**src/rtl/prog_loader_pkg.sv**
```systemverilog
// Shared types and widths for the length-framed instruction loader.
package prog_loader_pkg;

   localparam int LEN_W          = 16;
   localparam int BYTE_W         = 8;
   localparam int BYTES_PER_WORD = 4;

   typedef enum logic [2:0] {
      S_LEN_HI,
      S_LEN_LO,
      S_BYTE,
      S_WRITE,
      S_CSUM,
      S_RUN,
      S_ERR
   } state_t;

endpackage

```
**src/rtl/prog_loader_byte_packer.sv**
```systemverilog
// Assembles bytes MSB-first into a word; o_word/o_word_ready are combinational with the
// final byte so the word is usable on the same edge. Shifts only when i_shift is high.
module byte_packer
   import prog_loader_pkg::*;
#(
   parameter int WORD_W = BYTE_W * BYTES_PER_WORD
) (
   input  logic              i_clk,
   input  logic              i_rst,
   input  logic              i_clr,
   input  logic              i_shift,
   input  logic [BYTE_W-1:0] i_byte,
   output logic [WORD_W-1:0] o_word,
   output logic              o_word_ready
);

   localparam int CNT_W = $clog2(BYTES_PER_WORD);
   localparam int KEEP_W = WORD_W - BYTE_W;

   logic [KEEP_W-1:0] r_shift;
   logic [CNT_W-1:0]  r_cnt;

   // Only the leading bytes are stored; the last byte is taken straight from the input.
   assign o_word       = {r_shift, i_byte};
   assign o_word_ready = i_shift && (r_cnt == CNT_W'(BYTES_PER_WORD - 1));

   always_ff @(posedge i_clk) begin
      if (i_rst || i_clr) begin
         r_shift <= '0;
         r_cnt   <= '0;
      end else if (i_shift) begin
         r_shift <= o_word[KEEP_W-1:0];
         r_cnt   <= o_word_ready ? '0 : r_cnt + CNT_W'(1);
      end
   end

endmodule

```
**src/rtl/prog_loader.sv**
```systemverilog
// Length-framed boot loader: bytes in, one write strobe the cycle after each 4th byte, then exec.
// in_ready drops during writes and after the frame ends; PROG_LOADER_CHECKSUM_EN adds a trailing XOR byte.
module prog_loader
   import prog_loader_pkg::*;
#(
   parameter int ADDR_W    = 9,
   parameter int DATA_W    = 32,
   parameter int BASE_ADDR = 0
) (
   input  logic              clk,
   input  logic              rst,
   input  logic [BYTE_W-1:0] in_data,
   input  logic              in_valid,
   output logic              in_ready,
   output logic [ADDR_W-1:0] a,
   output logic [DATA_W-1:0] d,
   output logic              we,
   output logic              exec,
   output logic              err
);

   localparam logic [LEN_W:0] DEPTH = (LEN_W + 1)'(2 ** ADDR_W);

   state_t              r_state;
   state_t              w_state_nxt;
   state_t              w_after_data;
   logic [BYTE_W-1:0]   r_len_hi;
   logic [LEN_W-1:0]    r_len;
   logic [LEN_W-1:0]    r_word_idx;
   logic [ADDR_W-1:0]   r_a;
   logic [DATA_W-1:0]   r_d;
   logic [LEN_W-1:0]    w_len;
   logic                w_xfer;
   logic                w_more;
   logic [DATA_W-1:0]   w_word;
   logic                w_word_ready;

   assign w_xfer = in_valid && in_ready;
   assign w_len  = {r_len_hi, in_data};
   assign w_more = (r_word_idx + LEN_W'(1)) < r_len;

`ifdef PROG_LOADER_CHECKSUM_EN
   logic [BYTE_W-1:0] r_csum;

   assign w_after_data = S_CSUM;

   always_ff @(posedge clk) begin
      if (rst) begin
         r_csum <= '0;
      end else if (w_xfer && (r_state != S_CSUM)) begin
         r_csum <= r_csum ^ in_data;
      end
   end
`else
   assign w_after_data = S_RUN;
`endif

   byte_packer #(
      .WORD_W (DATA_W)
   ) u_packer (
      .i_clk        (clk),
      .i_rst        (rst),
      .i_clr        ((r_state == S_LEN_LO) && w_xfer),
      .i_shift      ((r_state == S_BYTE) && w_xfer),
      .i_byte       (in_data),
      .o_word       (w_word),
      .o_word_ready (w_word_ready)
   );

   always_ff @(posedge clk) begin
      if (rst) begin
         r_state <= S_LEN_HI;
      end else begin
         r_state <= w_state_nxt;
      end
   end

   always_comb begin
      w_state_nxt = r_state;
      in_ready    = 1'b0;
      we          = 1'b0;
      exec        = 1'b0;
      err         = 1'b0;
      case (r_state)
         S_LEN_HI: begin
            in_ready = 1'b1;
            if (w_xfer) w_state_nxt = S_LEN_LO;
         end
         S_LEN_LO: begin
            in_ready = 1'b1;
            if (w_xfer) begin
               if ({1'b0, w_len} > DEPTH)  w_state_nxt = S_ERR;
               else if (w_len == '0)       w_state_nxt = w_after_data;
               else                        w_state_nxt = S_BYTE;
            end
         end
         S_BYTE: begin
            in_ready = 1'b1;
            if (w_word_ready) w_state_nxt = S_WRITE;
         end
         S_WRITE: begin
            we          = 1'b1;
            w_state_nxt = w_more ? S_BYTE : w_after_data;
         end
`ifdef PROG_LOADER_CHECKSUM_EN
         S_CSUM: begin
            in_ready = 1'b1;
            if (w_xfer) w_state_nxt = (in_data == r_csum) ? S_RUN : S_ERR;
         end
`endif
         S_RUN:   exec = 1'b1;
         S_ERR:   err  = 1'b1;
         default: w_state_nxt = r_state;
      endcase
      // Reset forces every output low in the reset cycle itself.
      if (rst) begin
         in_ready = 1'b0;
         we       = 1'b0;
         exec     = 1'b0;
         err      = 1'b0;
      end
   end

   always_ff @(posedge clk) begin
      if (rst) begin
         r_len_hi   <= '0;
         r_len      <= '0;
         r_word_idx <= '0;
         r_a        <= '0;
         r_d        <= '0;
      end else begin
         if ((r_state == S_LEN_HI) && w_xfer) r_len_hi <= in_data;
         if ((r_state == S_LEN_LO) && w_xfer) begin
            r_len      <= w_len;
            r_word_idx <= '0;
         end
         // Address and data are captured with the last byte so they are valid during the strobe.
         if (w_word_ready) begin
            r_a <= ADDR_W'(BASE_ADDR) + r_word_idx[ADDR_W-1:0];
            r_d <= w_word;
         end
         if (r_state == S_WRITE) r_word_idx <= r_word_idx + LEN_W'(1);
      end
   end

   assign a = rst ? '0 : r_a;
   assign d = rst ? '0 : r_d;

endmodule

```
**config.mk**
```make
export PLATFORM = sky130hd
export DESIGN_NAME = prog_loader
export DESIGN_NICKNAME = d
export VERILOG_FILES = /design/src/rtl/prog_loader_pkg.sv /design/src/rtl/prog_loader_byte_packer.sv /design/src/rtl/prog_loader.sv
export SDC_FILE = /design/constraint.sdc
export NUM_CORES = 1
export LEC_CHECK = 0
export BUFFER_PORTS_ARGS = -buffer_cell sky130_fd_sc_hd__buf_2
export CORE_ASPECT_RATIO = 0.9
export CORE_MARGIN = 5
export CORE_UTILIZATION = 58
export CTS_CLUSTER_SIZE = 8
export DETAILED_ROUTE_END_ITERATION = 12
export GPL_TIMING_DRIVEN = 0
export PLACE_DENSITY_LB_ADDON = 0.12
export SKIP_LAST_GASP = 1
export SLEW_MARGIN = 30
export SYNTH_ARGS = -nofsm -noshare
export SYNTH_HDL_FRONTEND = slang
export SYNTH_HIERARCHICAL = 1
export SYNTH_SLANG_ARGS = --single-unit
```
**constraint.sdc**
```tcl
create_clock -name clk -period 3 [get_ports clk]
set_input_delay 0.15 -clock clk [delete_from_list [all_inputs] [get_ports clk]]
set_output_delay 0.15 -clock clk [all_outputs]
set_load 0.01 [all_outputs]
```
# [Word-level counts from Yosys, hierarchy flattened]
# Index checks and enable logic that the tools add are counted.
[classes] eq_ne=9 n_mux=20 magnitude_cmp=2 n_addsub=2 n_reduce_logical=12
[ops] cell="two-way mux 16 bit" n=2
[ops] cell="two-way mux 32 bit" n=1
[ops] cell="two-way mux 3 bit" n=6
[ops] cell="adder 16 x 1 -> 16 bit, second input constant" n=1
[ops] cell="greater-than comparator 16 x 10 -> 1 bit, second input constant" n=1
[ops] cell="zero test 16 bit" n=1
[ops] cell="less-than comparator 16 bit" n=1
[ops] cell="one-hot mux 3 bit (4 select lines)" n=1
[ops] cell="two-way mux 9 bit" n=1
[ops] cell="two-way mux 1 bit" n=8
[ops] cell="equality test 3 x 2 -> 1 bit, second input constant" n=2
[ops] cell="equality test 3 bit, second input constant" n=2
[ops] cell="logical AND 1 bit" n=5
[ops] cell="!= test 2 bit, second input constant" n=2
[ops] cell="AND reduction 4 bit" n=1
[ops] cell="nonzero test 4 bit" n=1
[ops] cell="equality test 3 x 1 -> 1 bit, second input constant" n=1
[ops] cell="zero test 3 bit" n=1
[ops] cell="OR reduction 3 bit" n=1
[ops] cell="adder 2 x 1 -> 2 bit, second input constant" n=1
[ops] cell="equality test 2 bit, second input constant" n=1
[ops] cell="two-way mux 2 bit" n=1
[ops] cell="!= test 2 x 1 -> 1 bit, second input constant" n=1
[ops] cell="nonzero test 2 bit" n=1
[ops] cell="logical OR 1 bit" n=1
[totals] in_bits=11 word_cells=53 out_inout_bits=45 reg_bits=110

# [Longest topological paths before layout]
[logic_depth] ltp_word=9 ltp_mapped=11

# [Modules after synthesis]
# Netlist, hierarchy kept.
[modules_own_cells] module="prog_loader" instances=1 seq_area_each_um2=1681.6 area_per_inst_um2=4140.2 cells_each=492
[modules_own_cells] module="byte_packer" instances=1 seq_area_each_um2=520.5 area_per_inst_um2=1011.0 cells_each=96

# [Worst setup path after synthesis]
# Ideal clock, no wire load.
[synth_path] path_kind="reg2reg" start="register r_word_idx[0]" end="register r_state[2]" path_stages_with_launch=12 arrival_ns=2.323 slack_ns=0.555 period_less_slack_ns=2.445 path_cell_list="dfxtp_1 > ha_1 > nand3_1 > nor2_1 > nand4_1 > xnor2_1 > ha_1 > nand4_1 > nor2_1 > a21oi_1 > nand3_1 > a311o_1"
[synth_via] elab_chain_cells=4
[synth_lines] element="start: declaration" line_no="prog_loader.sv:29" rtl="logic [LEN_W-1:0] r_word_idx;"
[synth_lines] element="start signal: assignment" line_no="prog_loader.sv:142" rtl="if (r_state == S_WRITE) r_word_idx <= r_word_idx + LEN_W'(1);"
[synth_lines] element="adder 16 x 1 -> 16 bit" line_no="prog_loader.sv:40" rtl="assign w_more = (r_word_idx + LEN_W'(1)) < r_len;"
[synth_lines] element="less-than comparator 16 bit" line_no="prog_loader.sv:40"
[synth_lines] element="two-way mux 3 bit" line_no="prog_loader.sv:103" rtl="w_state_nxt = w_more ? S_BYTE : w_after_data;"
[synth_lines] element="one-hot mux 3 bit (4 select lines)" line_no="prog_loader.sv:84" rtl="case (r_state)"
[synth_lines] element="end signal: assignment" line_no="prog_loader.sv:74" rtl="r_state <= w_state_nxt;"
[synth_lines] element="end: declaration" line_no="prog_loader.sv:24" rtl="state_t r_state;"
# Every way passes these cells.
# A chain may end at the register's enable or synchronous reset.

# [Worst setup path in the final report]
[layout_path] start="register r_word_idx[3]" end="register r_state[2]"
# Same word-level chain as after synthesis.

==> summary.txt <==
Floorplanning
  – Initial Util: 0.598
  – Core box area: 8610 sq um
  – Row count: 32
  – I/O pin total: 56
  – Die Y: roughly 99 microns
  – Die Wd: 109 microns
  – Die area: about 11000 sq um

Routing
  – Via count: 4158
  – Via density: between 5 and 6
  – Final ANT Viol Nets: 0
  – TritonRoute pass-1 iters: 5
  – Initial DRC count: 251
  – DRC: 0
  – Drt total wl: 11.5 mm
  – Avg WL per Cell: roughly 15 microns

Cells and area
  – Seq. cell area: 2210 sq um
  – Final net count: 682
  – Share of cells above drive strength 1: 0.173
  – # diodes: 0
  – Area Growth Syn to Fin: 12.3%
  – Area occupied by multi-input gates: 2640 sq um
  – Number of fill cells: approximately 710

STA
  – Final setup TNS: 0 ps
  – Achievable frequency: 0.360 GHz
  – Setup violators final: 0
  – RSZ-0062 raised after global routing: no
  – Worst rel slew slack: 0.584
  – Min Tclk post-route: 2780 ps
  – Final cycle utilization of the critical path: 0.925
  – Worst clock skew: 8.76 ps
  – Final Hold Fails: 0
  – Count of pins over their slew limit: 0
  – Tightest Pin Transition: 625 ps
  – WHS: approximately 86 ps
  – Fin worst setup slack: 224 ps

CTS
  – CTS root buf: clkbuf_8
  – CTS max path bufs: 2
  – Clk slew on worst S/H paths: 110 ps
  – CTS tree: done
  – Post-CTS Setup Repair Bufs: 0
  – H-tree Lvls: 3
  – # clock sinks: 110
  – Number of buffers created by CTS: 9
  – Clk_lat worst skew: 370 ps

Global route
  – Vias in the first global route: 3874
  – All-Layer GR Usage: 0.220
  – First-pass GRT wire length: roughly 19 mm
  – Total congestion overflow: 0
  – Largest net degree at the start of global routing: 19
  – Antenna violations before repair: 0

Placement
  – Place WS: between 50 and 60 ps
  – PortBufs: 55
  – GPL Wtd Cong: roughly 0.89
  – Final HPWL from detailed placement: 8.35 mm

Critical path
  – Critical Path Fanout Max: 8
  – Critical Path Sink Type: flop
  – WS Path Type: flop to flop
  – Worst Path Arrival: 3050 ps
  – Crit start category: flop
  – CP required: 3270 ps

Pwr
  – Max IR drop VDD: 0.322 mV
  – PwrDens: 482 nW/um^2
  – Static leakage: 2.28 nW

Synth
  – Syn_nets: 616
  – Post-synth ARST share: 0
  – Sequential fraction of the synthesis area: 0.427
  – Synth warn: 6
  – Post-synthesis average cell area: 8.76 sq um
  – Post-synthesis register bit count: 110
  – Cell area after synthesis: 5150 sq um
  – Post-Synthesis Cells: 588
  – Synth unique cells: 55
  – Top FF cell, synth: dfxtp_1
  – EDFF count, synth: 0

Flow run
  – Max Cap Viol: 0

Hold path
  – Worst Hold Class: input port to flop

Run status
  – Status: completed
-- path summary, 6_finish.rpt --
| kind | from | endpoint | slack (ps) | cells past startpoint |
|---|---|---|---|---|
| max | r_word_idx[3]$_SDFFE_PP0P_ | r_state[2]$_SDFFE_PP0P_ | 220 | 11 |
| min | in_data[6] | r_len_hi[6]$_SDFFE_PP0P_ | 90 | 3 |
| max reg2reg | r_word_idx[3]$_SDFFE_PP0P_ | r_state[2]$_SDFFE_PP0P_ | 220 | 11 |
| min reg2reg | r_len[11]$_SDFFE_PP0P_ | r_len[11]$_SDFFE_PP0P_ | 460 | 2 |
-- repair_timing --
| item | 4_1_cts | 5_1_grt |
|---|---|---|
| endpoints found under the setup margin | 0 | 4 |
| resized for setup | 0 | 6 |
| hold buffers | 0 | 0 |
-- cell usage after synthesis (2+ instances only) --
cell type / count / area (sq um)
dfxtp_1: 110 / 2200
nor2_1: 80 / 300
mux2i_1: 66 / 661
nand2_1: 49 / 184
nor2b_1: 48 / 300
a21oi_1: 43 / 215
inv_1: 19 / 71.3
nand3_1: 18 / 90.1
ha_1: 17 / 213
o21ai_0: 15 / 75.1
buf_2: 14 / 70.1
clkbuf_1: 14 / 52.6
buf_4: 11 / 82.6
xnor2_1: 11 / 96.3
a31oi_1: 4 / 25.0
buf_1: 4 / 15.0
nand2b_1: 4 / 25.0
nand4_1: 4 / 25.0
nor3_1: 4 / 20.0
nor4_1: 4 / 25.0
o31ai_1: 4 / 30.0
xor2_1: 4 / 35.0
a22o_1: 3 / 26.3
a22oi_1: 2 / 15.0
and3_1: 2 / 12.5
and3b_1: 2 / 17.5
clkbuf_2: 2 / 10.0
nand3b_1: 2 / 15.0
or3_1: 2 / 12.5
-- report_power, final --
group / leakage, nW / internal (mW) / switching (mW)
clock: 0.0976 / 0.391 / 0.507
sequential: 0.889 / 1.50 / 0.0315
combinational: 1.29 / 0.127 / 0.237
total: 2.28 / 2.02 / 0.775
-- sequential cells by signal (all words and copies together) (netlist names) --
signal,flops
r_a,9
r_d,32
u_packer/r_shift,24
r_state,3
r_len,16
r_word_idx,16
u_packer/r_cnt,2
r_len_hi,8
-- layer usage --
layer,up-vias,GRT usage,wire length (microns)
met1,1941,0.330,5800
met5,-,0,0
met3,8,0.0448,688
met4,0,0.0441,80
li1,2094,-,-
met2,115,0.327,4920
-- critical path: stages (launching register included) --
cell	delay (ps)
dfxtp_1	320
clkbuf_2	210
nand4_4	140
nor3_4	350
and3_1	220
xor2_1	290
ha_1	320
a21oi_1	130
o21ai_0	100
nand2b_1	80
nand3_1	140
a311o_1	380
-- area by class of cell --
cell class / count / share of cell area
buffer: 46 / 0.0417
clock buffer: 9 / 0.0214
clock inverter: 6 / 0.0123
inverter: 20 / 0.0130
multi-input combinational: 412 / 0.457
sequential: 110 / 0.381
tap: 119 / 0.0257
timing repair buffer: 55 / 0.0476
-- through the flow --
step	total power [mW]	cell area, sq um	util	std cells
final	2.79	5780	0.672	777
after global routing	2.93	5780	0.672	777
after CTS	2.81	5770	0.670	777
after detailed placement	1.92	5580	0.648	762
after global placement	1.91	5580	0.648	762
after floorplan	1.82	5150	-	588
-- placed cells by master, fill, tap and decap left out, types with 2 or more instances in the layout --
cell type / instances
xor2_1: 4
mux2i_1: 66
dfxtp_2: 3
ha_1: 17
buf_4: 11
and3b_1: 2
or3_1: 2
o21ai_0: 15
buf_1: 4
nand4_1: 4
a31oi_1: 4
nand2_1: 49
nor2_1: 78
nand3b_1: 2
buf_2: 69
inv_1: 19
nor2b_1: 48
clkbuf_8: 9
xnor2_1: 11
dfxtp_1: 107
nor3_1: 4
a22o_1: 3
nor4_1: 4
o31ai_1: 4
clkbuf_1: 14
a22oi_1: 2
clkbuf_2: 2
and3_1: 2
a21oi_1: 43
nor2_2: 2
nand3_1: 18
nand2b_1: 4
-- cells by family after synthesis --
kind of cell | synth area share
adder cells (fa/ha/maj) | 0.0413
AO/OA/AOI/OAI | 0.0874
flip-flops | 0.427
buffers and inverters | 0.0615
multiplexers | 0.128
AND/OR/NAND/NOR | 0.229
XOR/XNOR | 0.0255
Note: power is estimated with default switching activity, not from simulation.
